**config.mk**
```make
export PLATFORM = sky130hd
export DESIGN_NAME = load_store_unit
export DESIGN_NICKNAME = d
export VERILOG_FILES = /design/src/rtl/load_store_unit.sv
export SDC_FILE = /design/constraint.sdc
export NUM_CORES = 1
export LEC_CHECK = 0
export ABC_AREA = 1
export BUFFER_PORTS_ARGS = -buffer_cell sky130_fd_sc_hd__buf_2
export CORE_MARGIN = 5
export CORE_UTILIZATION = 38
export DETAILED_ROUTE_END_ITERATION = 6
export PLACE_DENSITY = 0.67
export SYNTH_ARGS = -nofsm -noshare
export SYNTH_HDL_FRONTEND = slang
export SYNTH_SLANG_ARGS = --single-unit
```
**constraint.sdc**
```tcl
create_clock -name clk -period 3.7 [get_ports clk]
set_input_delay 0.74 -clock clk [delete_from_list [all_inputs] [get_ports clk]]
set_output_delay 0.74 -clock clk [all_outputs]
set_load 0.02 [all_outputs]
```
**src/rtl/load_store_unit.sv**
```systemverilog
// ---------------------------------------------------------------------------
// load_store_unit
//
// Initiator side of the data-memory interface. Accepts one RV32I load/store
// at a time, drives a word-organised memory (combinational read, write on
// rising clk), performs sub-word extraction with sign/zero extension for
// loads, and read-modify-write for SB/SH since the memory only writes whole
// words.
//
// Ports:
//   clk, rst            clock, asynchronous active-high reset
//   req_valid/ready     request handshake (ready only while IDLE)
//   req_write           1 = store, 0 = load
//   req_funct3          RV32I funct3 (B/H/W/BU/HU)
//   req_addr            byte address
//   req_wdata           right-aligned store data
//   resp_valid          one-cycle completion pulse
//   resp_rdata          extended load data (0 for stores and errors)
//   resp_error          misaligned access or illegal funct3
//   mem_addr            word address to memory (bits [1:0] = 00)
//   mem_write_enable    write strobe
//   mem_write_data      full word to write
//   mem_read_data       combinational read of word at mem_addr
// ---------------------------------------------------------------------------
module load_store_unit #(
    parameter int ADDR_WIDTH = 32
) (
    input  logic                  clk,
    input  logic                  rst,
    input  logic                  req_valid,
    output logic                  req_ready,
    input  logic                  req_write,
    input  logic [2:0]            req_funct3,
    input  logic [ADDR_WIDTH-1:0] req_addr,
    input  logic [31:0]           req_wdata,
    output logic                  resp_valid,
    output logic [31:0]           resp_rdata,
    output logic                  resp_error,
    output logic [ADDR_WIDTH-1:0] mem_addr,
    output logic                  mem_write_enable,
    output logic [31:0]           mem_write_data,
    input  logic [31:0]           mem_read_data
);

    typedef enum logic [2:0] {
        IDLE   = 3'd0,
        LOAD   = 3'd1,
        RMW_RD = 3'd2,
        STORE  = 3'd3,
        RESP   = 3'd4,
        ERR    = 3'd5
    } state_t;

    state_t state_reg, state_next;

    logic [ADDR_WIDTH-1:0] addr_reg;
    logic [2:0]            funct3_reg;
    logic [31:0]           data_reg;    // store data, later the merged word
    logic [31:0]           rdata_reg;   // extended load result

    logic        accept;
    logic        req_illegal;
    logic        req_misaligned;
    logic [31:0] load_ext;
    logic [31:0] merged;
    logic [7:0]  byte_val;
    logic [15:0] half_val;

    assign accept = req_valid && req_ready;

    // Request checks are evaluated on the raw request; they only steer the
    // next state out of IDLE, never the memory outputs.
    always_comb begin
        if (req_write)
            req_illegal = (req_funct3 != 3'b000) && (req_funct3 != 3'b001) &&
                          (req_funct3 != 3'b010);
        else
            req_illegal = (req_funct3 == 3'b011) || (req_funct3 == 3'b110) ||
                          (req_funct3 == 3'b111);
        req_misaligned = ((req_funct3[1:0] == 2'b01) && req_addr[0]) ||
                         ((req_funct3[1:0] == 2'b10) && (req_addr[1:0] != 2'b00));
    end

    // State register
    always_ff @(posedge clk or posedge rst) begin
        if (rst)
            state_reg <= IDLE;
        else
            state_reg <= state_next;
    end

    // Next-state logic
    always_comb begin
        state_next = state_reg;
        case (state_reg)
            IDLE: begin
                if (accept) begin
                    if (req_illegal || req_misaligned)
                        state_next = ERR;
                    else if (!req_write)
                        state_next = LOAD;
                    else if (req_funct3[1])
                        state_next = STORE;     // SW needs no merge
                    else
                        state_next = RMW_RD;
                end
            end
            LOAD:    state_next = RESP;
            RMW_RD:  state_next = STORE;
            STORE:   state_next = RESP;
            RESP:    state_next = IDLE;
            ERR:     state_next = IDLE;
            default: state_next = IDLE;
        endcase
    end

    // Output decode: memory outputs depend only on state and latched fields
    always_comb begin
        req_ready        = (state_reg == IDLE) && !rst;
        resp_valid       = 1'b0;
        resp_error       = 1'b0;
        resp_rdata       = '0;
        mem_addr         = '0;
        mem_write_enable = 1'b0;
        mem_write_data   = '0;
        case (state_reg)
            LOAD, RMW_RD: begin
                mem_addr = {addr_reg[ADDR_WIDTH-1:2], 2'b00};
            end
            STORE: begin
                mem_addr         = {addr_reg[ADDR_WIDTH-1:2], 2'b00};
                mem_write_enable = 1'b1;
                mem_write_data   = data_reg;
            end
            RESP: begin
                resp_valid = 1'b1;
                resp_rdata = rdata_reg;
            end
            ERR: begin
                resp_valid = 1'b1;
                resp_error = 1'b1;
            end
            default: ;
        endcase
    end

    // Load extraction from the addressed lane
    assign byte_val = mem_read_data[{addr_reg[1:0], 3'b000} +: 8];
    assign half_val = mem_read_data[{addr_reg[1], 4'b0000} +: 16];

    always_comb begin
        case (funct3_reg)
            3'b000:  load_ext = {{24{byte_val[7]}}, byte_val};
            3'b001:  load_ext = {{16{half_val[15]}}, half_val};
            3'b100:  load_ext = {24'd0, byte_val};
            3'b101:  load_ext = {16'd0, half_val};
            default: load_ext = mem_read_data;
        endcase
    end

    // Merge per byte lane: funct3[0] distinguishes SH from SB in RMW_RD.
    // A halfword store places wdata[7:0] in the even lane and wdata[15:8]
    // in the odd lane; a byte store always uses wdata[7:0].
    genvar gi;
    generate
        for (gi = 0; gi < 4; gi++) begin : g_merge
            logic lane_hit;
            assign lane_hit = funct3_reg[0] ? (addr_reg[1] == 1'(gi / 2))
                                            : (addr_reg[1:0] == 2'(gi));
            assign merged[8*gi +: 8] = !lane_hit      ? mem_read_data[8*gi +: 8] :
                                       funct3_reg[0]  ? data_reg[8*(gi % 2) +: 8] :
                                                        data_reg[7:0];
        end
    endgenerate

    // Latched request fields and datapath registers
    always_ff @(posedge clk or posedge rst) begin
        if (rst) begin
            addr_reg   <= '0;
            funct3_reg <= '0;
            data_reg   <= '0;
            rdata_reg  <= '0;
        end else begin
            if (accept) begin
                addr_reg   <= req_addr;
                funct3_reg <= req_funct3;
                data_reg   <= req_wdata;
                rdata_reg  <= '0;
            end else if (state_reg == LOAD) begin
                rdata_reg <= load_ext;
            end else if (state_reg == RMW_RD) begin
                data_reg <= merged;
            end
        end
    end

endmodule

```
==> results of run 1 <==
==> stage by stage <==
stage	instance area [sq um]	std cells	utilization, %	hold slack [ns]	power [mW]
floorplan	6040	922	-	0.449	3.95
global placement	7080	1298	45.0	0.464	4.62
detailed placement	7080	1298	45.0	0.468	4.66
CTS	7380	1314	46.9	0.486	5.65
global route	7380	1314	46.9	0.505	6.12
finish	7380	1314	46.9	0.483	5.60
==> per-layer routing <==
layer	GRT usage [%]	share of wire [%]
met1	27.5	44
met3	5.33	8.8
met4	6.61	2.0
met5	0	0
met2	33.6	45
==> power breakdown <==
part           internal (mW)  switching [mW]  leakage [nW]
logic                  0.812            1.88          2.84
registers               1.61           0.321          1.28
clock network          0.541           0.431         0.148
==> tightest hold or removal path: cells and delay by family, from the launching register on <==
family	cells	cell delay [ns]
flops	1	0.35
simple gates	2	0.10
==> worst paths after layout <==
| check | from | to | slack (ns) | cells after the start |
|---|---|---|---|---|
| worst max register to register | funct3_reg[1] | rdata_reg[21] | 1.43 | 7 |
| min in group asynchronous | rst | addr_reg[14] | 0.49 | 2 |
| max in group asynchronous | rst | addr_reg[2] | 2.38 | 3 |
| worst min register to register | data_reg[24] | data_reg[24] | 0.48 | 2 |
| worst max-delay path | state_reg[0] | mem_write_data[24] | 0.83 | 7 |
| worst min-delay path | data_reg[24] | data_reg[24] | 0.48 | 2 |
==> cell families after synthesis <==
logic type | after synthesis | synth area share (%)
buf+inv | 202 | 14.3
compound gates | 100 | 8.56
other cells | 1 | 0.0621
simple gates | 516 | 34.8
flops | 102 | 42.3
==> cell type report <==
cell class / instances / area share, %
clock inverters: 6 / 0.831
repair buffers: 204 / 14.0
well taps: 216 / 3.66
flip-flops and latches: 102 / 34.6
multi-input cells: 618 / 35.6
inverters: 158 / 8.07
clock buffers: 10 / 3.24
==> layout by cell type, fill, tap and decap left out, types with 2 or more instances in the layout <==
cell type and n:
nor2_2 2, nand2_2 5, nand3_1 64, o21ai_0 60
clkinv_2 3, buf_2 200, conb_1 2, nand2_1 292
o21ai_2 2, dfrtp_1 102, nor2_1 139, inv_2 8
nand2_4 2, nand4_1 6, nor2_4 2, buf_4 4
inv_1 148, a21oi_1 17, clkbuf_16 9, o21ai_1 18
o211ai_1 2
==> qor.txt, run 1 <==
Worst-margin pin slew -> 0.996 ns
Synth cell count leaders -> nand2_1 (292), inv_1 (149), nor2_1 (140)
Drt initial violations -> 415
Clock Tree Root -> clkbuf_16
Nets -> 1196
H-tree depth -> 3
Setup WS post-layout -> 0.825 ns
Dpl ws -> 1.11 ns
Die width -> 136 um
DP Wirelength -> 14600 um
Share of layout cells above drive strength 1 -> 22.4%
Ys Warns -> 0
Die area -> 18500 sq um
Fill cells -> 1685
Setup TNS -> 0 ns
Most frequent cell after synthesis -> nand2_1
CP Cell Sequence -> inv_1 > nor2_1 > inv_2 > nor2_1 > inv_1 > nor2_1 > buf_2
Final Hold Fails -> 0
Rows -> 46
Crit path buffers/inverters -> 4
# DRC -> 0
Fin crit period -> 2.87 ns
Final Slew Violations -> 0
Syn_area_per_cell -> 6.55 sq um
Gpl congestion -> 0.918
RSZ-0062 raised after global routing -> false
Boundary pin count -> 203
First-pass GRT wire length -> 30500 um
Worst min path class -> register to register
Port Buffer Count -> 200
Mapped Cells -> 921
Core Region -> 15700 sq um
Share of the synthesized area in the top cell type -> 42.3%
Kind of critical path -> register to primary output
Largest net degree at the start of global routing -> 96
Area of the multi-input gates -> 2630 sq um
Worst vdd ir -> 306 uV
Slew Limit Headroom -> 33.4%
Die H -> 136 um
Worst Skew -> 0.00958 ns
Postcts setup bufs -> 0
Arrival time worst endpoint -> 2.13 ns
Synth Flop Type -> dfrtp_1
Clock Latency Late Sink -> 0.35 ns
Crit-path leading delay family -> buffers and inverters
Max Clk Rate -> 348 MHz
Number of synthesized flops with an enable pin -> 0
Post-Synthesis Cell Area -> 6030 sq um
Wire length per cell -> 14.5 um
Crit Path Max Fanout -> 32
Critical Path Max Stage Delay -> 0.41 ns
CTS buffer count -> 9
Clock transition at path regs -> 0.07 ns
Ys async rst share -> 100%
TritonRoute pass-1 iters -> 5
Post-synth top area cell -> dfrtp_1
Initial antenna violation count -> 0
LEAKAGE -> 4.27 nW
Required @ worst endpoint -> 2.96 ns
GR Util All Layers -> 20.8%
Clock sink count -> 102
Post_cts resized -> 0
Grt ovf -> 0
Status -> finished, final reports clean
Synth area leaders -> dfrtp_1 (42%), nand2_1 (18%), inv_1 (9.3%)
Netlist cell types -> 27
PwrDens -> 759 nW/um^2
DR vias/cell -> 4.63
CP startpoint kind -> register
Via count of the first global-routing pass -> 6084
CP most frequent cell -> nor2_1
CP Capture Type -> primary output
CP max-delay cell -> dfrtp_1
Yosys reg bits -> 102
Total wire length -> 19000 um
Initial Util -> 38.4%
CTS max path bufs -> 2
CTS tree -> done
Tcrit/Tclk final -> 77.7%
Routed vias -> 6079
Sequential share of the synthesized area -> 42.3%
Setup violators final -> 0
CTS Hold Bufs -> 0
FF+latch area -> 2550 sq um
ANT cells -> 0
Area grow syn2layout -> 22.2%
Max Cap Violations -> 0
Post-route ant nets -> 0
Note: power is estimated with default switching activity, not from simulation.
==> run 2: changes to the inputs <==
--- a/config.mk
+++ b/config.mk
@@ -5,12 +5,12 @@
 export SDC_FILE = /design/constraint.sdc
 export NUM_CORES = 1
 export LEC_CHECK = 0
-export ABC_AREA = 1
+export ABC_AREA = 0
 export BUFFER_PORTS_ARGS = -buffer_cell sky130_fd_sc_hd__buf_2
 export CORE_MARGIN = 5
 export CORE_UTILIZATION = 38
 export DETAILED_ROUTE_END_ITERATION = 6
-export PLACE_DENSITY = 0.67
+export PLACE_DENSITY = 0.68
 export SYNTH_ARGS = -nofsm -noshare
 export SYNTH_HDL_FRONTEND = slang
 export SYNTH_SLANG_ARGS = --single-unit
==> constraint.sdc (replaced) <==
create_clock -name clk -period 2.88 [get_ports clk]
set_input_delay 0.576 -clock clk [delete_from_list [all_inputs] [get_ports clk]]
set_output_delay 0.576 -clock clk [all_outputs]
set_load 0.02 [all_outputs]
==> run 2 against run 1 <==
Net effect: hold slack got worse by 0.18 ns; register-to-register slack worse by 0.76 ns; sequential power grew 32%; critical endpoint is now mem_write_data[20]; sequential share of layout area up 0.97 points; largest cell class unchanged; worst setup slack worse by 0.55 ns; critical path depth down 2; synthesized cell count shrank 28%; count of clock-buffer cells in the layout is 3 higher; total power up 25%.
==> qor.txt, run 2 <==
Status -> finished, final reports clean
Required @ worst endpoint -> 2.30 ns (-0.66 ns)
Initial Util -> 39.0% (+0.62 points)
Synth Flop Type -> dfrtp_1
Final Cell Area -> 7180 sq um (-2.7%)
DP Wirelength -> 14300 um (-1.7%)
Synth cell count leaders -> nand2_1 (128), dfrtp_1 (102), and2_1 (89)
Wire length per cell -> 18.6 um (+28%)
Via count of the first global-routing pass -> 5382 (-12%)
Final Hold Fails -> 0 (unchanged)
Share of layout cells above drive strength 1 -> 29.0% (+6.6 points)
Grt ovf -> 0 (unchanged)
DP Area -> 6850 sq um (-3.2%)
Gpl congestion -> 0.888 (-3.3%)
CTS tree -> done
Setup violators final -> 0 (unchanged)
Commonest cells after routing, fill and taps aside -> buf_2 (200), nand2_1 (127), dfrtp_1 (102)
Met1 wire length -> 8130 um (-2.5%)
Tot Pwr -> 7.01 mW (+25%)
Worst vdd ir -> 432 uV (+41%)
Sequential share of the synthesized area -> 44.7% (+2.4 points)
Arrival time worst endpoint -> 2.03 ns (-0.10 ns)
R2r startpoint -> addr_reg[0]
PwrDens -> 977 nW/um^2 (+29%)
Net Sw Frac -> 43.0% (-4.1 points)
Fin crit period -> 2.60 ns
Post-Synthesis Cell Area -> 5720 sq um (-5.3%)
Ys Warns -> 0 (unchanged)
Total wire length -> 19000 um (+0.19%)
RSZ-0062 raised after global routing -> false
Worst Skew -> 0.00936 ns (-0.000214 ns)
Share of the synthesized area in the top cell type -> 44.7% (+2.4 points)
Crit Path Max Fanout -> 24 (-25%)
Synth area leaders -> dfrtp_1 (45%), and2_1 (9.7%), nand2_1 (8.4%)
Clock Tree Root -> clkbuf_16
Max Cap Violations -> 0 (unchanged)
TritonRoute pass-1 iters -> 5 (unchanged)
CTS Hold Bufs -> 0 (unchanged)
Die width -> 133 um (-2.5%)
Most common cell after layout, fill and taps aside -> buf_2
Yosys reg bits -> 102 (unchanged)
Reg power frac -> 36.2% (+1.7 points)
Port Buffer Count -> 200 (unchanged)
H-tree depth -> 3 (unchanged)
Sw Pwr -> 3.01 mW (+14%)
Worst-margin pin slew -> 0.775 ns (-0.221 ns)
Area grow syn2layout -> 25.5%
LEAKAGE -> 3.80 nW (-11%)
# DRC -> 0 (unchanged)
Worst r2r path cells -> 4 (-3)
GR Util All Layers -> 21.1% (+0.24 points)
Clock share of power -> 18.8% (+1.4 points)
CP Capture Type -> primary output
Post-route ant nets -> 0 (unchanged)
Fill cells -> 1438 (-15%)
Nets -> 938 (-22%)
Core Region -> 14600 sq um (-6.8%)
Drt initial violations -> 391 (-5.8%)
Syn_area_per_cell -> 8.67 sq um (+32%)
CP startpoint kind -> register
Initial antenna violation count -> 3 (+3)
DR vias/cell -> 5.37 (+16%)
Mapped Cells -> 659 (-28%)
Critical R2R Capture -> data_reg[2]
Final Slew Violations -> 0 (unchanged)
Max Clk Rate -> 384 MHz
Slew Limit Headroom -> 48.3% (+15 points)
Routed vias -> 5514 (-9.3%)
Post_cts resized -> 0 (unchanged)
Clock Latency Late Sink -> 0.36 ns (about the same)
Largest net degree at the start of global routing -> 45 (-53%)
Int Power -> 4.00 mW (+35%)
First-pass GRT wire length -> 29400 um (-3.6%)
Worst min path class -> input port to asynchronous set/reset pin
WL met2 -> 8560 um (-0.67%)
Clock transition at path regs -> 0.07 ns (about the same)
CTS buffer count -> 9 (unchanged)
Tcrit/Tclk final -> 90.3%
Rows -> 44 (-4.3%)
CTS max path bufs -> 2 (unchanged)
Boundary pin count -> 203 (unchanged)
Most frequent cell after synthesis -> nand2_1
Die H -> 133 um (-2.5%)
Post-synth top area cell -> dfrtp_1
Clock sink count -> 102 (unchanged)
Ys async rst share -> 100% (unchanged)
Postcts setup bufs -> 0 (unchanged)
Combinational Power Share -> 45.0% (-3.1 points)
Top Metal Used -> met5
Kind of critical path -> register to primary output
Netlist cell types -> 45 (+67%)
Die area -> 17600 sq um (-4.9%)
Number of synthesized flops with an enable pin -> 0 (unchanged)
R2r setup slk -> 0.67 ns (-0.76 ns)
Met3 WL post-DR -> 1860 um (+12%)
Setup TNS -> 0 ns (unchanged)
[run 2: how the worst max path moves through the flow]
stage	from	to	slack, ns	cells after the start
4_1_cts	state_reg[1]	mem_write_data[20]	0.26	5
5_1_grt	state_reg[0]	mem_write_data[20]	0.11	5
6_report	state_reg[1]	mem_write_data[20]	0.28	5
3_3_place_gp	state_reg[1]	mem_write_data[5]	0.67	5
3_5_place_dp	rst	addr_reg[17]	0.64	6
2_1_floorplan	state_reg[1]	resp_rdata[10]	0.69	5
[run 2: logic make-up after synthesis]
family	count (synthesis)	share of synthesized area, %
other cells	1	0.0656
buf+inv	68	5.39
mux	11	2.15
compound gates	171	20.7
flops	102	44.7
simple gates	306	27.0
[run 2: critical path: stages, from the launching register on]
cell and delay [ns]:
dfrtp_1 0.58, nand2_1 0.30, nor2_1 0.19, buf_4 0.26
and2_1 0.17, buf_2 0.16
[run 2: metal layers]
| metal | up-vias | GRT usage (%) |
|---|---|---|
| li1 | 2620 | - |
| met1 | 2593 | 27.8 |
| met2 | 265 | 32.4 |
| met3 | 34 | 7.33 |
| met4 | 2 | 7.22 |
| met5 | - | 0 |
[run 2: through the flow]
| stage | cells | utilization, % | hold slack, ns | worst slack, ns |
|---|---|---|---|---|
| global route | 1026 | 49.0 | 0.348 | 0.107 |
| finish | 1026 | 49.0 | 0.302 | 0.278 |
| detailed placement | 1008 | 46.8 | 0.454 | 0.644 |
| CTS | 1024 | 49.0 | 0.306 | 0.260 |
| global placement | 1008 | 46.8 | 0.450 | 0.668 |
| floorplan | 660 | - | 0.437 | 0.688 |
[run 2: layout make-up]
cell class / instances / area [sq um] / share of cell area [%]
repair buffers: 216 / 1130 / 15.8
multi-input cells: 490 / 2870 / 40.0
inverters: 16 / 63.8 / 0.889
flip-flops and latches: 102 / 2550 / 35.6
clock inverters: 3 / 40.0 / 0.558
diodes: 2 / 5.00 / 0.0697
well taps: 184 / 230 / 3.21
clock buffers: 13 / 280 / 3.91
[run 2: power by group through the flow]
| stage | registers, mW | logic (mW) | clock network, mW |
|---|---|---|---|
| floorplan | 2.27 | 2.45 | 0 |
| global placement | 2.53 | 3.10 | 0 |
| detailed placement | 2.53 | 3.17 | 0 |
| CTS | 2.52 | 3.17 | 1.34 |
| global route | 2.60 | 3.49 | 1.40 |
| finish | 2.54 | 3.16 | 1.32 |
==> run 3: changes to the inputs <==
--- a/config.mk
+++ b/config.mk
@@ -6,11 +6,11 @@
 export NUM_CORES = 1
 export LEC_CHECK = 0
 export ABC_AREA = 0
-export BUFFER_PORTS_ARGS = -buffer_cell sky130_fd_sc_hd__buf_2
 export CORE_MARGIN = 5
 export CORE_UTILIZATION = 38
 export DETAILED_ROUTE_END_ITERATION = 6
-export PLACE_DENSITY = 0.68
+export DONT_BUFFER_PORTS = 1
+export PLACE_DENSITY = 0.56
 export SYNTH_ARGS = -nofsm -noshare
 export SYNTH_HDL_FRONTEND = slang
 export SYNTH_SLANG_ARGS = --single-unit
==> run 3 against run 2 <==
Net effect: flip-flop and latch count unchanged; critical endpoint is now mem_write_data[1]; highest routed layer is now met4; sequential power hardly changed; sequential share of layout area is 5.3 points higher; cell count is 19% lower; total power fell by 3.1%; worst setup slack improved by 0.032 ns; final area down 13%; count of clock-buffer cells in the layout is 3 lower; via count shrank 12%; critical path depth shrank 1.
==> qor.txt, run 3 (synthesized netlist as in run 2, its figures left out) <==
PwrDens -> 1090 nW/um^2 (+11%)
CTS max path bufs -> 2 (unchanged)
Post_cts resized -> 0 (unchanged)
Post-route ant nets -> 0 (unchanged)
CP Capture Type -> primary output
First-pass GRT wire length -> 28600 um (-2.8%)
Core Region -> 14600 sq um (unchanged)
Most common cell after layout, fill and taps aside -> nand2_1
Via count of the first global-routing pass -> 4955 (-7.9%)
Die area -> 17600 sq um (unchanged)
Max Clk Rate -> 389 MHz (+1.3%)
Slew Limit Headroom -> 45.3% (-3.1 points)
Worst min path class -> input port to asynchronous set/reset pin
Worst-margin pin slew -> 0.821 ns (+0.0459 ns)
CTS tree -> done
LEAKAGE -> 2.91 nW (-23%)
Share of layout cells above drive strength 1 -> 8.32% (-21 points)
Clock sink count -> 102 (unchanged)
ANT cells -> 0 (-2)
Area grow syn2layout -> 9.22%
Clock Tree Root -> clkbuf_16
FF+latch area -> 2550 sq um (unchanged)
Gpl congestion -> 0.896 (+0.89%)
Tcrit/Tclk final -> 89.2% (-1.1 points)
Setup violators final -> 0 (unchanged)
DP Area -> 5920 sq um (-14%)
DR vias/cell -> 5.80 (+7.9%)
Postcts setup bufs -> 0 (unchanged)
Setup TNS -> 0 ns (unchanged)
Fin crit period -> 2.57 ns (-0.0322 ns)
Initial Util -> 39.0% (unchanged)
Nets -> 747 (-20%)
CTS buffer count -> 9 (unchanged)
Wire length per cell -> 22.3 um (+20%)
Final Slew Violations -> 0 (unchanged)
TritonRoute pass-1 iters -> 7 (+2)
Tot Pwr -> 6.79 mW (-3.1%)
Clock Latency Late Sink -> 0.35 ns (about the same)
RSZ-0062 raised after global routing -> false
Commonest cells after routing, fill and taps aside -> nand2_1 (127), dfrtp_1 (102), and2_1 (88)
Worst vdd ir -> 482 uV (+12%)
Arrival time worst endpoint -> 1.99 ns (-0.04 ns)
Routed vias -> 4830 (-12%)
DP Wirelength -> 14100 um (-1.8%)
Area of the multi-input gates -> 2870 sq um (about the same)
Worst Skew -> 0.00779 ns (-0.00158 ns)
Port Buffer Count -> 0 (-100%)
Grt ovf -> 0 (unchanged)
CP startpoint kind -> register
Initial antenna violation count -> 0 (-3)
Die width -> 133 um (unchanged)
Rows -> 44 (unchanged)
Fill cells -> 1473 (+2.4%)
Die H -> 133 um (unchanged)
H-tree depth -> 3 (unchanged)
Final Cell Area -> 6240 sq um (-13%)
Max Cap Violations -> 0 (unchanged)
Drt initial violations -> 305 (-22%)
Total wire length -> 18600 um (-2.3%)
# DRC -> 0 (unchanged)
Required @ worst endpoint -> 2.30 ns (about the same)
Crit Path Max Fanout -> 25 (+4.2%)
CTS Hold Bufs -> 0 (unchanged)
GR Util All Layers -> 20.7% (-0.32 points)
Status -> finished, final reports clean
Final Hold Fails -> 0 (unchanged)
Boundary pin count -> 203 (unchanged)
Clock transition at path regs -> 0.07 ns (about the same)
Kind of critical path -> register to primary output
Largest net degree at the start of global routing -> 42 (-6.7%)
run 3: changes by cell type in the layout (fill, tap and decap cells not counted), sizes merged:
| cell | change |
|---|---|
| buf | -191 |
| bufinv | +1 |
| clkbuf | -3 |
| clkinv | +1 |
| diode | -2 |
| inv | +1 |
run 3: power by group:
part	leakage, nW	total, mW	internal, mW	switching, mW
clock network	0.163	1.34	0.784	0.552
registers	1.27	2.56	2.03	0.529
logic	1.47	2.90	1.04	1.86
total	2.91	6.79	3.85	2.94
run 3: path summary, 6_finish.rpt:
path | start | endpoint | slack (ns) | depth (start not counted)
setup / recovery | state_reg[0] | mem_write_data[1] | 0.31 | 4
hold / removal | rst | addr_reg[16] | 0.20 | 1
setup reg to reg | funct3_reg[0] | data_reg[0] | 0.45 | 4
hold reg to reg | addr_reg[16] | addr_reg[16] | 0.47 | 2
max in group asynchronous | rst | addr_reg[4] | 2.02 | 2
min in group clk | req_addr[16] | addr_reg[16] | 0.32 | 2
run 3: critical path, cell delays in order (launching register included):
cell     delay, ns
dfrtp_1       0.57
nand2_1       0.29
nor2_2        0.14
buf_4         0.28
and2_1        0.35
run 3: through the flow:
stage	util (%)	hold slack, ns	worst slack (ns)	instances
2_1_floorplan	-	0.437	0.688	660
3_3_place_gp	40.4	0.451	0.509	817
3_5_place_dp	40.4	0.455	0.526	817
4_1_cts	42.6	0.217	0.304	833
5_1_grt	42.6	0.258	0.147	833
6_report	42.6	0.200	0.310	833
run 3: metal layers:
layer  vias to the layer above  GRT usage (%)  routed length, um
met2                       232           33.1               8840
met5                         -              0                  0
met1                      2341           26.1               7670
met3                        35           6.61               1590
li1                       2222              -                  -
met4                         0           8.43                499
run 3: final cells by class:
class | count | area share (%)
Multi-Input combinational cell | 490 | 46.0
Timing Repair Buffer | 25 | 3.21
Tap cell | 184 | 3.69
Clock buffer | 10 | 3.83
Sequential cell | 102 | 40.9
Inverter | 16 | 1.02
Clock inverter | 6 | 1.34
